File: src/rtl/mips_pkg.sv
// Shared definitions for the multi-cycle MIPS control path.
//  - opcode constants for the supported instruction subset
//  - ALUOp / ALUSrcB / PCSource mux codes
//  - 4-bit FSM state enum and the ID-stage dispatch helper
package mips_pkg;

  localparam logic [5:0] OP_RTYPE = 6'b000000;
  localparam logic [5:0] OP_LW    = 6'b100011;
  localparam logic [5:0] OP_SW    = 6'b101011;
  localparam logic [5:0] OP_BEQ   = 6'b000100;
  localparam logic [5:0] OP_BNE   = 6'b000101;
  localparam logic [5:0] OP_J     = 6'b000010;
  localparam logic [5:0] OP_ADDI  = 6'b001000;
  localparam logic [5:0] OP_ANDI  = 6'b001100;

  localparam logic [1:0] ALUOP_ADD   = 2'b00;
  localparam logic [1:0] ALUOP_SUB   = 2'b01;
  localparam logic [1:0] ALUOP_FUNCT = 2'b10;
  localparam logic [1:0] ALUOP_AND   = 2'b11;

  localparam logic [1:0] SRCB_RT      = 2'b00;
  localparam logic [1:0] SRCB_FOUR    = 2'b01;
  localparam logic [1:0] SRCB_IMM     = 2'b10;
  localparam logic [1:0] SRCB_IMM_SH2 = 2'b11;

  localparam logic [1:0] PCSRC_ALU    = 2'b00;
  localparam logic [1:0] PCSRC_ALUOUT = 2'b01;
  localparam logic [1:0] PCSRC_JUMP   = 2'b10;

  typedef enum logic [3:0] {
    S_IF      = 4'd0,
    S_ID      = 4'd1,
    S_EX_R    = 4'd2,
    S_WB_R    = 4'd3,
    S_EX_ADDR = 4'd4,
    S_MEM_RD  = 4'd5,
    S_WB_LW   = 4'd6,
    S_MEM_WR  = 4'd7,
    S_EX_BR   = 4'd8,
    S_EX_J    = 4'd9,
    S_EX_I    = 4'd10,
    S_WB_I    = 4'd11
  } state_t;

  // Successor of ID for a given opcode. Returning S_IF marks the opcode
  // as unsupported, which is also how illegal_op is derived.
  function automatic state_t id_next(input logic [5:0] op, input logic bne_en);
    state_t nxt;
    case (op)
      OP_RTYPE:       nxt = S_EX_R;
      OP_LW, OP_SW:   nxt = S_EX_ADDR;
      OP_BEQ:         nxt = S_EX_BR;
      OP_BNE:         nxt = bne_en ? S_EX_BR : S_IF;
      OP_J:           nxt = S_EX_J;
      OP_ADDI,
      OP_ANDI:        nxt = S_EX_I;
      default:        nxt = S_IF;
    endcase
    return nxt;
  endfunction

endpackage

File: src/rtl/multicycle_ctl_decode.sv
// Combinational control decode for the multi-cycle MIPS controller.
// Turns the current state (plus mem_ready, the live opcode for the ID
// stage and the opcode captured in ID) into datapath controls.
//  in : reset, state, mem_ready, op (live), op_q (captured in ID)
//  out: datapath strobes and mux selects, illegal_op, retire
//       (retire = this is the last cycle of an instruction)
module multicycle_ctl_decode
  import mips_pkg::*;
#(
  parameter int BNE_EN = 1
) (
  input  logic       reset,
  input  state_t     state,
  input  logic       mem_ready,
  input  logic [5:0] op,
  input  logic [5:0] op_q,
  output logic       PCWrite,
  output logic       PCWriteCond,
  output logic       BranchNe,
  output logic       IorD,
  output logic       MemRead,
  output logic       MemWrite,
  output logic       IRWrite,
  output logic       MemtoReg,
  output logic       RegDst,
  output logic       RegWrite,
  output logic       ALUSrcA,
  output logic [1:0] ALUSrcB,
  output logic [1:0] ALUOp,
  output logic [1:0] PCSource,
  output logic       illegal_op,
  output logic       retire
);

  localparam logic BNE_ON = (BNE_EN != 0);

  always_comb begin
    PCWrite     = 1'b0;
    PCWriteCond = 1'b0;
    BranchNe    = 1'b0;
    IorD        = 1'b0;
    MemRead     = 1'b0;
    MemWrite    = 1'b0;
    IRWrite     = 1'b0;
    MemtoReg    = 1'b0;
    RegDst      = 1'b0;
    RegWrite    = 1'b0;
    ALUSrcA     = 1'b0;
    ALUSrcB     = SRCB_RT;
    ALUOp       = ALUOP_ADD;
    PCSource    = PCSRC_ALU;
    illegal_op  = 1'b0;
    retire      = 1'b0;

    case (state)
      S_IF: begin
        // PC+4 and IR load commit only once the fetch completes
        MemRead  = 1'b1;
        ALUSrcB  = SRCB_FOUR;
        IRWrite  = mem_ready;
        PCWrite  = mem_ready;
      end
      S_ID: begin
        // precompute branch target into ALUOut while decoding
        ALUSrcB    = SRCB_IMM_SH2;
        illegal_op = (id_next(op, BNE_ON) == S_IF);
      end
      S_EX_R: begin
        ALUSrcA = 1'b1;
        ALUOp   = ALUOP_FUNCT;
      end
      S_WB_R: begin
        RegDst   = 1'b1;
        RegWrite = 1'b1;
        retire   = 1'b1;
      end
      S_EX_ADDR: begin
        ALUSrcA = 1'b1;
        ALUSrcB = SRCB_IMM;
      end
      S_MEM_RD: begin
        IorD    = 1'b1;
        MemRead = 1'b1;
      end
      S_WB_LW: begin
        MemtoReg = 1'b1;
        RegWrite = 1'b1;
        retire   = 1'b1;
      end
      S_MEM_WR: begin
        IorD     = 1'b1;
        MemWrite = 1'b1;
        retire   = mem_ready;
      end
      S_EX_BR: begin
        ALUSrcA     = 1'b1;
        ALUOp       = ALUOP_SUB;
        PCWriteCond = 1'b1;
        PCSource    = PCSRC_ALUOUT;
        BranchNe    = (op_q == OP_BNE);
        retire      = 1'b1;
      end
      S_EX_J: begin
        PCWrite  = 1'b1;
        PCSource = PCSRC_JUMP;
        retire   = 1'b1;
      end
      S_EX_I: begin
        ALUSrcA = 1'b1;
        ALUSrcB = SRCB_IMM;
        ALUOp   = (op_q == OP_ANDI) ? ALUOP_AND : ALUOP_ADD;
      end
      S_WB_I: begin
        RegWrite = 1'b1;
        retire   = 1'b1;
      end
      default: ;
    endcase

    // reset can land mid-instruction; no strobe may leak while it is high
    if (reset) begin
      PCWrite     = 1'b0;
      PCWriteCond = 1'b0;
      IorD        = 1'b0;
      MemRead     = 1'b0;
      MemWrite    = 1'b0;
      IRWrite     = 1'b0;
      MemtoReg    = 1'b0;
      RegDst      = 1'b0;
      RegWrite    = 1'b0;
      illegal_op  = 1'b0;
      retire      = 1'b0;
    end
  end

endmodule

File: src/rtl/multicycle_ctl.sv
// Multi-cycle MIPS control FSM. Sequences the shared ALU/memory datapath
// through IF/ID/EX/MEM/WB, stalling on mem_ready, and counts cycles and
// retired instructions.
//  in : clk, reset (async, active-high), op, mem_ready
//  out: datapath controls (PCWrite..PCSource), state (debug), illegal_op,
//       cycle_cnt, retire_cnt
//
//  state   | meaning
//  IF      | fetch at PC, PC+4; wait for mem_ready
//  ID      | decode op, branch target into ALUOut
//  EX_R    | R-type ALU op
//  WB_R    | write rd from ALUOut
//  EX_ADDR | lw/sw effective address
//  MEM_RD  | load access, wait for mem_ready
//  WB_LW   | write rt from MDR
//  MEM_WR  | store access, wait for mem_ready
//  EX_BR   | beq/bne compare and conditional PC load
//  EX_J    | jump
//  EX_I    | addi/andi ALU op
//  WB_I    | write rt from ALUOut
module multicycle_ctl
  import mips_pkg::*;
#(
  parameter int CNT_W  = 32,
  parameter int BNE_EN = 1
) (
  input  logic             clk,
  input  logic             reset,
  input  logic [5:0]       op,
  input  logic             mem_ready,
  output logic             PCWrite,
  output logic             PCWriteCond,
  output logic             BranchNe,
  output logic             IorD,
  output logic             MemRead,
  output logic             MemWrite,
  output logic             IRWrite,
  output logic             MemtoReg,
  output logic             RegDst,
  output logic             RegWrite,
  output logic             ALUSrcA,
  output logic [1:0]       ALUSrcB,
  output logic [1:0]       ALUOp,
  output logic [1:0]       PCSource,
  output logic [3:0]       state,
  output logic             illegal_op,
  output logic [CNT_W-1:0] cycle_cnt,
  output logic [CNT_W-1:0] retire_cnt
);

  localparam logic BNE_ON = (BNE_EN != 0);

  state_t     state_q;
  state_t     state_d;
  logic [5:0] op_q;
  logic       retire;

  // op is only trusted in ID; later stages use this captured copy
  always_ff @(posedge clk or posedge reset) begin
    if (reset) begin
      state_q <= S_IF;
      op_q    <= 6'd0;
    end else begin
      state_q <= state_d;
      if (state_q == S_ID) op_q <= op;
    end
  end

  always_comb begin
    state_d = S_IF;
    case (state_q)
      S_IF:      state_d = mem_ready ? S_ID : S_IF;
      S_ID:      state_d = id_next(op, BNE_ON);
      S_EX_R:    state_d = S_WB_R;
      S_WB_R:    state_d = S_IF;
      S_EX_ADDR: state_d = (op_q == OP_LW) ? S_MEM_RD : S_MEM_WR;
      S_MEM_RD:  state_d = mem_ready ? S_WB_LW : S_MEM_RD;
      S_WB_LW:   state_d = S_IF;
      S_MEM_WR:  state_d = mem_ready ? S_IF : S_MEM_WR;
      S_EX_BR:   state_d = S_IF;
      S_EX_J:    state_d = S_IF;
      S_EX_I:    state_d = S_WB_I;
      S_WB_I:    state_d = S_IF;
      default:   state_d = S_IF;
    endcase
  end

  multicycle_ctl_decode #(
    .BNE_EN (BNE_EN)
  ) u_decode (
    .reset       (reset),
    .state       (state_q),
    .mem_ready   (mem_ready),
    .op          (op),
    .op_q        (op_q),
    .PCWrite     (PCWrite),
    .PCWriteCond (PCWriteCond),
    .BranchNe    (BranchNe),
    .IorD        (IorD),
    .MemRead     (MemRead),
    .MemWrite    (MemWrite),
    .IRWrite     (IRWrite),
    .MemtoReg    (MemtoReg),
    .RegDst      (RegDst),
    .RegWrite    (RegWrite),
    .ALUSrcA     (ALUSrcA),
    .ALUSrcB     (ALUSrcB),
    .ALUOp       (ALUOp),
    .PCSource    (PCSource),
    .illegal_op  (illegal_op),
    .retire      (retire)
  );

  always_ff @(posedge clk or posedge reset) begin
    if (reset) begin
      cycle_cnt  <= '0;
      retire_cnt <= '0;
    end else begin
      cycle_cnt <= cycle_cnt + 1'b1;
      if (retire) retire_cnt <= retire_cnt + 1'b1;
    end
  end

  assign state = state_q;

endmodule

File: config.mk
export PLATFORM = sky130hd
export DESIGN_NAME = multicycle_ctl
export DESIGN_NICKNAME = d
export VERILOG_FILES = /design/src/rtl/mips_pkg.sv /design/src/rtl/multicycle_ctl_decode.sv /design/src/rtl/multicycle_ctl.sv
export SDC_FILE = /design/constraint.sdc
export NUM_CORES = 1
export LEC_CHECK = 0
export CAP_MARGIN = 20
export CORE_MARGIN = 1
export CORE_UTILIZATION = 49
export DETAILED_ROUTE_END_ITERATION = 8
export GPL_ROUTABILITY_DRIVEN = 0
export HOLD_SLACK_MARGIN = 0.06
export PLACE_DENSITY_LB_ADDON = 0.3
export SLEW_MARGIN = 40
export SYNTH_ARGS = -nofsm -noshare
export SYNTH_HDL_FRONTEND = slang
export SYNTH_SLANG_ARGS = --single-unit
File: constraint.sdc
create_clock -name clk -period 4.13 [get_ports clk]
set_input_delay 0.6195 -clock clk [delete_from_list [all_inputs] [get_ports clk]]
set_output_delay 0.6195 -clock clk [all_outputs]
set_load 0.02 [all_outputs]
# == Yosys cells after proc, flatten, opt, wreduce, memory -nomap -nowiden ==
# Cells that the tools add are included.
# classes
reduce_logical,12
mux,35
n_addsub,2
eq_ne,21
# op_table
cell,n
$add 32x1->32 const B,2
$pmux 4 s7,1
$mux 1,23
$pmux 4 s5,1
$eq 6x3->1 const B,3
$eq 6x4->1 const B,3
$eq 6x6->1 const B,3
$eq 4x3->1 const B,4
$eq 4x4->1 const B,4
$pmux 2 s3,2
$reduce_or 2->1,6
$eq 4x2->1 const B,2
$logic_not 4->1,2
$eq 6x2->1 const B,1
$logic_not 6->1,1
$mux 2,3
$reduce_or 5->1,1
$eq 4x1->1 const B,1
$mux 4,1
$pmux 1 s2,2
$pmux 2 s2,1
$reduce_or 4->1,1
$mux 3,1
$reduce_or 3->1,1
# word_totals
word_cells,74
inputBits,9
reg_bits,74
output_inout_bits,86

# == Longest topological paths before layout ==
# Gate-level depths: netlist of run 1.
# depth
ltp_word,7
mapped_depth,7
mapped_depth_nobuf,6

# == Cells and area by module ==
# A second synthesis of run 1 with hierarchy kept.
# unflattened
cells_unflattened,344
area_unflattened_um2,3723.6
# by_module_without_submodules
module,instances,seq_area_each_um2,area_per_inst_um2,cells_each
multicycle_ctl,1,1851.8,3378.2,297
multicycle_ctl_decode,1,0.0,345.3,47

# == Least setup slack after synthesis of run 1 ==
# OpenSTA, ideal clock, no wires.
# synth_timing
kind,in2out
startpoint,input port reset
endpoint,output port illegal_op
n_path_buf,1
t_arrival_ps,3017
t_required_ps,3510
path_stages,4
path_slack_ps,494
path_cell_list,clkbuf_1 -> inv_1 -> nand4_1 -> a21oi_1
# synth_between
elab_chain_cells,1
# synth_lines
element,line,source
from (decl),multicycle_ctl.sv:28,"input logic reset,"
$mux 1,multicycle_ctl_decode.sv:121,if (reset) begin
to (decl),multicycle_ctl.sv:46,"output logic illegal_op,"
# No other way between the ends.

# == Worst setup path in the final report of run 1 ==
# layout_timing
startpoint,register state_q[0] (netlist: state[0])
endpoint,output port illegal_op
# layout_between
elab_chain_cells,3
# layout_lines
element,line,source
from (decl),multicycle_ctl.sv:53,state_t state_q;
from (signal assigned),multicycle_ctl.sv:64,state_q <= state_d;
$eq 4x1->1,multicycle_ctl_decode.sv:55,case (state)
$mux 1,multicycle_ctl_decode.sv:55,
$mux 1,multicycle_ctl_decode.sv:121,
# No other way between the ends.

==> flow_summary.toml, run 1 <==
[sta]
hold_viol_final = 0
setup_tns_ns = 0
clock_skew_ns = 0.0173
drv_slew = 0
finalWorstPathRequiredPeriod_ns = 3.29
max-slew-margin-rel = 0.553
worst_slew_pin_slew_ns = 0.671
fmax_mhz = 304
period_share = 0.796
rsz0062_at_grt = "no"
finalSetupViolCount = 0

[setup_path]
reg2regPathDepth = 5
cp.depth = 5
worst_setup_path_start_kind = "flop"
startpoint = "state[0]"
worstPathRequired_ns = 3.51
crit_buf_inv = 1
criticalPathCategory = "reg2out"
crit_slowest_cell = "dfrtp_1"
end_kind = "output port"
r2r_setup_slack_ns = 1.65
r2r_start = "state[1]"
path_delay_family = "simple AND/OR/NAND/NOR gates"
worstPathMaxFanout = 19
cpPeakStageDelay_ns = 0.69
r2r-end = "retire_cnt[25]"
worstPathCellList = "nand2b_1 -> nor3_2 -> nand4_1 -> a21oi_1 -> clkdlybuf4s50_1"
arrival_ns = 2.67
endpoint = "illegal_op"

[detailed_routing]
m1WireLength_um = 3710
drt-initial-drc-count = 143
avgRoutedWirePerCell_um = 14.2
post_drt_via_cell_ratio = 5.38
top_layer_used = "met4"
via_count = 2983
drcViolationCount = 0
wl_met3_um = 401
dr.pass1.iters = 4
wl_um = 7880
ant_nets = 0
wl_met2_um = 3680

[clocking]
path_clk_slew_ns = 0.09
worstSkewPairLatency_ns = 0.34
cts_tree = "yes"
ctsHtreeMaxLevel = 3
cts_resized = 0
postCtsSetupRepairBufs = 0
cts_buffer_depth = 2
cts_root_buf = "clkbuf_8"
cts_sinks = 74
hold_buffers = 0
cts-buffers-inserted = 9

[status]
status = "complete, no violations"

[synth]
synth.avg_cell_area_um2 = 10.4
synthCells = 355
synth_fp_nets = 366
synth-seq-cells = 74
ys_warn_count = 0
synth_seq_area_share = 0.504
synth_edf_count = 0
synthArstFlopShare = 1.00
synth_area_um2 = 3680
synth.distinct_cells = 45
ys.flop_type = "dfrtp_1"

[die]
coreArea_um2 = 7250
rows = 31
io_pins = 95
die_h_um = 88.6
dieWidth_um = 88.6
initial_core_util = 0.507
dieArea_um2 = 7860

[final_layout]
drive_gt1_frac = 0.0813
multi_input_area_um2 = 1720
area_delta_synth_final_pct = 32.5
fin_nets = 461
final_cell_mix = "94 x clkdlybuf4s50_1, 74 x dfrtp_1, 31 x xor2_1, 30 x xnor2_1, 28 x nand2_1"
ff_latch_area_um2 = 1850
antennaDiodeCount = 0
fillCellCount = 608
final_common_cell = "clkdlybuf4s50_1"

[run]
max_cap_violations = 0

[grt]
grt_max_degree = 44
grt_pass1_wl_um = 13000
gr-total-overflow = 0
antenna_found_initial = 0
grt.total_usage = 0.213
grt_pass1_vias = 2746

[place]
port_buffers = 94
dp_hpwl_um = 5680

[pwr]
cellPowerDensity_nw_per_um2 = 395
leakagePower_nw = 2.11
peakVddDrop_mv = 0.193
power.total_mw = 1.93

[hold_path]
hp-class = "reg2reg"
timing.hold.worst.start = "retire_cnt[31]"
-- flip-flops by register name, indices dropped and copies added (netlist names) --
name        cells
retire_cnt     32
state           4
op_q            6
cycle_cnt      32
-- worst min-delay path by stage --
stage	endpoint	slack, ns	depth (start not counted)
global route	cycle_cnt[31]	0.49	1
floorplan	op_q[4]	0.50	1
global placement	retire_cnt[31]	0.46	1
finish	retire_cnt[31]	0.47	1
CTS	retire_cnt[31]	0.47	1
detailed placement	retire_cnt[31]	0.46	1
-- layout make-up --
| type | count | share of cell area |
|---|---|---|
| clock buffers | 11 | 0.0290 |
| clock inverters | 5 | 0.00770 |
| inverters | 11 | 0.00847 |
| multi-input cells | 258 | 0.353 |
| flip-flops and latches | 74 | 0.380 |
| well taps | 99 | 0.0254 |
| repair buffers | 96 | 0.196 |
-- layer usage --
metal  GRT usage  vias to the layer above
li1            -                     1435
met1       0.308                     1449
met2       0.328                       91
met3      0.0308                        8
met4      0.0748                        0
met5           0                        -
-- per-stage QoR --
stage | cell area (um^2) | utilization | hold slack, ns | instances | setup WS, ns
after global routing | 4870 | 0.672 | 0.485 | 554 | 0.645
after CTS | 4870 | 0.672 | 0.472 | 554 | 0.864
after detailed placement | 4690 | 0.647 | 0.456 | 538 | 1.09
final | 4870 | 0.672 | 0.469 | 554 | 0.841
after global placement | 4690 | 0.647 | 0.456 | 538 | 1.14
after floorplan | 3680 | - | 0.495 | 355 | 0.494
-- Yosys cell counts, types with 3 or more instances --
cell / count / area, um^2
xnor2_1: 30 / 263
nand3_1: 26 / 130
nand4_1: 15 / 93.8
nor4_2: 3 / 37.5
nor2_1: 18 / 67.6
nand2b_1: 5 / 31.3
nor3b_1: 3 / 22.5
clkbuf_1: 6 / 22.5
and2_1: 3 / 18.8
xor2_1: 31 / 272
nand2_1: 28 / 105
mux2_2: 6 / 67.6
and3_1: 9 / 56.3
nor3_1: 21 / 105
dfrtp_1: 74 / 1850
inv_1: 11 / 41.3
nor2b_1: 5 / 31.3
a21oi_1: 8 / 40.0
o21ai_0: 10 / 50.1
nor4_1: 11 / 68.8
-- cell families after synthesis --
logic type,Yosys count,share of synthesized area
compound gates,23,0.0337
xor+xnor,61,0.145
fa+ha+maj,2,0.00680
buf+inv,23,0.0282
flops,74,0.504
mux,7,0.0211
simple gates,165,0.261
-- power breakdown --
group	internal [mW]	switching (mW)	total, mW
clock	0.237	0.267	0.503
sequential	0.786	0.114	0.900
combinational	0.261	0.263	0.524
total	1.28	0.643	1.93
Note: power is estimated with default switching activity, not from simulation.
==> inputs of run 2 (changes only) <==
==> constraint.sdc (replaced) <==
create_clock -name clk -period 3.15 [get_ports clk]
set_input_delay 0.4725 -clock clk [delete_from_list [all_inputs] [get_ports clk]]
set_output_delay 0.4725 -clock clk [all_outputs]
set_load 0.02 [all_outputs]
==> flow_summary.toml, run 2 (synthesis gave the netlist of run 1 again) <==
[detailed_routing]
ant_nets = 0
dr.pass1.iters = 4
drt-initial-drc-count = 136
avgRoutedWirePerCell_um = 15.0
via_count = 3024
wl_um = 8320
drcViolationCount = 0
post_drt_via_cell_ratio = 5.45

[final_layout]
area_delta_synth_final_pct = 33.3
fin_nets = 462
antennaDiodeCount = 0
post-route-cell-area_um2 = 4900
final_cell_mix = "94 x clkdlybuf4s50_1, 74 x dfrtp_1, 31 x xor2_1, 30 x xnor2_1, 28 x nand2_1"
final_common_cell = "clkdlybuf4s50_1"
top_regs = "cycle_cnt (32), retire_cnt (32), op_q (6)"
final_util = 0.676
instances_no_fill = 555
drive_gt1_frac = 0.0811

[sta]
finalSetupViolCount = 0
max-slew-margin-rel = 0.573
worst_slew_pin_slew_ns = 0.640
period_share = 0.899
layout_setup_ws_ns = 0.318
rsz0062_at_grt = "no"
hold_slack_ns = 0.478
drv_slew = 0
fmax_mhz = 353
setup_tns_ns = 0
clock_skew_ns = 0.00908
finalWorstPathRequiredPeriod_ns = 2.83
hold_viol_final = 0

[clocking]
cts_buffer_depth = 2
cts_root_buf = "clkbuf_8"
ctsHtreeMaxLevel = 3
cts_tree = "yes"
cts-buffers-inserted = 9
cts_resized = 0
path_clk_slew_ns = 0.08
postCtsSetupRepairBufs = 0
hold_buffers = 0
cts_sinks = 74
worstSkewPairLatency_ns = 0.34

[die]
io_pins = 95
rows = 31
coreArea_um2 = 7250
dieWidth_um = 88.6
die_h_um = 88.6
initial_core_util = 0.507
dieArea_um2 = 7860

[setup_path]
criticalPathCategory = "reg2out"
crit_buf_inv = 1
arrival_ns = 2.36
worstPathCellList = "nand2b_1 -> nor3_1 -> and4b_1 -> clkdlybuf4s50_1"
end_kind = "output port"
worstPathMaxFanout = 20
path_delay_family = "simple AND/OR/NAND/NOR gates"
cp.depth = 4
worstPathRequired_ns = 2.68
worst_setup_path_start_kind = "flop"
cpPeakStageDelay_ns = 0.61
crit_slowest_cell = "clkdlybuf4s50_1"
reg2regPathDepth = 5

[pwr]
p_sw_frac = 0.324
internal-power_mw = 1.77
seqPwrFrac = 0.451
power.total_mw = 2.62
p_comb_frac = 0.268
leakagePower_nw = 2.13
cellPowerDensity_nw_per_um2 = 534
clock_power_share = 0.280
p_sw_mw = 0.847
peakVddDrop_mv = 0.252

[place]
pre_cts_slack_ns = 0.418
dp_hpwl_um = 5980
dp_cells = 539
place_area_um2 = 4710
port_buffers = 94

[grt]
grt_max_degree = 44
grt.total_usage = 0.224
grt_pass1_wl_um = 13500
antenna_found_initial = 0
gr-total-overflow = 0
grt_pass1_vias = 2829

[hold_path]
whs_path_depth = 1
hp-class = "reg2reg"

[run]
max_cap_violations = 0

[status]
status = "complete, no violations"
==> run 2: changes by cell type in the layout (fill, tap and decap cells not counted), sizes merged <==
cell,previous run,this run
buf,2,3
bufinv,0,1
clkbuf,11,12
inv,12,10
==> run 2: power groups by stage <==
stage | Sequential [mW] | Clock (mW) | Combinational, mW
floorplan | 1.16 | 0 | 0.462
global placement | 1.19 | 0 | 0.697
detailed placement | 1.19 | 0 | 0.706
CTS | 1.18 | 0.751 | 0.708
global route | 1.20 | 0.789 | 0.766
finish | 1.18 | 0.734 | 0.702
==> run 2: cell type report <==
cell class	instances	area, um^2
Fill cell	579	2350
Sequential cell	74	1850
Multi-Input combinational cell	258	1720
Timing Repair Buffer	97	963
Clock buffer	12	145
Tap cell	99	124
Clock inverter	4	51.3
Inverter	11	45.0
==> run 2: layer usage <==
metal  part of all wire  wire length, um  track usage  up-vias
met5                  0                0            0        -
met4              0.017              142       0.0909        0
met3              0.051              428       0.0504       14
met2               0.47             3900        0.350       91
met1               0.46             3850        0.303     1485
li1                   -                -            -     1434
==> run 2: final timing paths <==
path                               start  slack, ns        endpoint
hold / removal             cycle_cnt[31]       0.48   cycle_cnt[31]
min in group asynchronous          reset       0.93         op_q[1]
hold reg to reg            cycle_cnt[31]       0.48   cycle_cnt[31]
setup reg to reg                state[1]       0.70  retire_cnt[25]
max in group asynchronous          reset       1.78   cycle_cnt[29]
setup / recovery                state[2]       0.32        BranchNe
==> inputs of run 3 (changes only) <==
==> constraint.sdc (replaced) <==
create_clock -name clk -period 2.7 [get_ports clk]
set_input_delay 0.405 -clock clk [delete_from_list [all_inputs] [get_ports clk]]
set_output_delay 0.405 -clock clk [all_outputs]
set_load 0.02 [all_outputs]
==> flow_summary.toml, run 3 (synthesis gave the netlist of run 1 again) <==
[final_layout]
fillCellCount = 565
final_cell_mix = "93 x clkdlybuf4s50_1, 71 x dfrtp_1, 31 x xor2_1, 30 x xnor2_1, 28 x nand2_1"
fin_nets = 465
top_regs = "cycle_cnt (32), retire_cnt (32), op_q (6)"
post-route-cell-area_um2 = 5000
final_common_cell = "clkdlybuf4s50_1"
area_delta_synth_final_pct = 35.9
drive_gt1_frac = 0.105
antennaDiodeCount = 0

[sta]
drv_slew = 0
clock_skew_ns = 0.00805
finalWorstPathRequiredPeriod_ns = 2.57
worst_slew_pin_slew_ns = 0.666
max-slew-margin-rel = 0.556
setup_tns_ns = 0
period_share = 0.953
rsz0062_at_grt = "no"
fmax_mhz = 388
finalSetupViolCount = 0
hold_viol_final = 0

[pwr]
leakagePower_nw = 2.18
peakVddDrop_mv = 0.417
cellPowerDensity_nw_per_um2 = 651
power.total_mw = 3.25

[place]
port_buffers = 94
dp_hpwl_um = 5690
place_area_um2 = 4740

[clocking]
cts_sinks = 74
cts_tree = "yes"
ctsHtreeMaxLevel = 3
cts-buffers-inserted = 9
worstSkewPairLatency_ns = 0.33
cts_root_buf = "clkbuf_8"
hold_buffers = 0
path_clk_slew_ns = 0.08
cts_buffer_depth = 2
postCtsSetupRepairBufs = 0

[setup_path]
end_kind = "output port"
worstPathRequired_ns = 2.30
criticalPathCategory = "reg2out"
arrival_ns = 2.17
r2r_setup_slack_ns = 0.65
worst_setup_path_start_kind = "flop"
worstPathMaxFanout = 3

[detailed_routing]
ant_nets = 0
wl_um = 8090
post_drt_via_cell_ratio = 5.40
dr.pass1.iters = 4
drcViolationCount = 0
via_count = 3010
drt-initial-drc-count = 175
avgRoutedWirePerCell_um = 14.5

[die]
coreArea_um2 = 7250
dieArea_um2 = 7860
rows = 31
dieWidth_um = 88.6
die_h_um = 88.6
initial_core_util = 0.507
io_pins = 95

[status]
status = "complete, no violations"

[hold_path]
hp-class = "reg2reg"

[grt]
grt_pass1_wl_um = 13600
antenna_found_initial = 0
grt_pass1_vias = 2867
grt_max_degree = 75
gr-total-overflow = 0
grt.total_usage = 0.221

[run]
max_cap_violations = 0
[run 3: cell type report]
cell class | instances | area [um^2] | share of cell area
Clock inverter | 5 | 104 | 0.0208
Inverter | 11 | 45.0 | 0.00901
Multi-Input combinational cell | 258 | 1750 | 0.350
Timing Repair Buffer | 100 | 992 | 0.199
Tap cell | 99 | 124 | 0.0248
Clock buffer | 10 | 128 | 0.0255
Sequential cell | 74 | 1860 | 0.371
[run 3: path summary, 6_finish.rpt]
kind                                     start        endpoint  cells after the start
worst min register to register  retire_cnt[31]  retire_cnt[31]                      1
worst max-delay path                   op_q[1]        ALUOp[0]                      4
worst max register to register        state[1]  retire_cnt[19]                      6
min in group asynchronous                reset   retire_cnt[8]                      3
worst min-delay path            retire_cnt[31]  retire_cnt[31]                      1
max in group asynchronous                reset        state[3]                      3
[run 3: critical path, stage by stage, from the launching register on]
cell and delay, ns:
dfrtp_1 0.42, nor4b_2 0.31, nand3b_1 0.14, a211oi_1 0.30
clkdlybuf4s50_1 0.66
[run 3: through the flow]
stage,std cells,setup slack (ns),utilization,hold slack (ns)
after global routing,557,0.00145,0.689,0.497
after CTS,557,0.0356,0.686,0.475
after floorplan,355,0.0101,-,0.495
after detailed placement,542,0.0349,0.653,0.465
final,557,0.126,0.689,0.472
after global placement,542,0.139,0.653,0.457
[run 3: metal layers]
layer  GRT usage  share of wire  vias to the layer above
met5           0              0                        -
met3      0.0616          0.055                        6
li1            -              -                     1443
met1       0.307           0.47                     1449
met4      0.0616         0.0044                        0
met2       0.342           0.47                      112
[run 3: what timing repair did]
item	4_1_cts	5_1_grt
cloned	0	0
endpoints found under the setup margin	1	5
gates resized for setup	1	7
[run 3: power breakdown]
part	leakage [nW]	internal (mW)	switching [mW]
sequential	0.967	1.21	0.153
clock	0.116	0.609	0.389
combinational	1.09	0.441	0.452
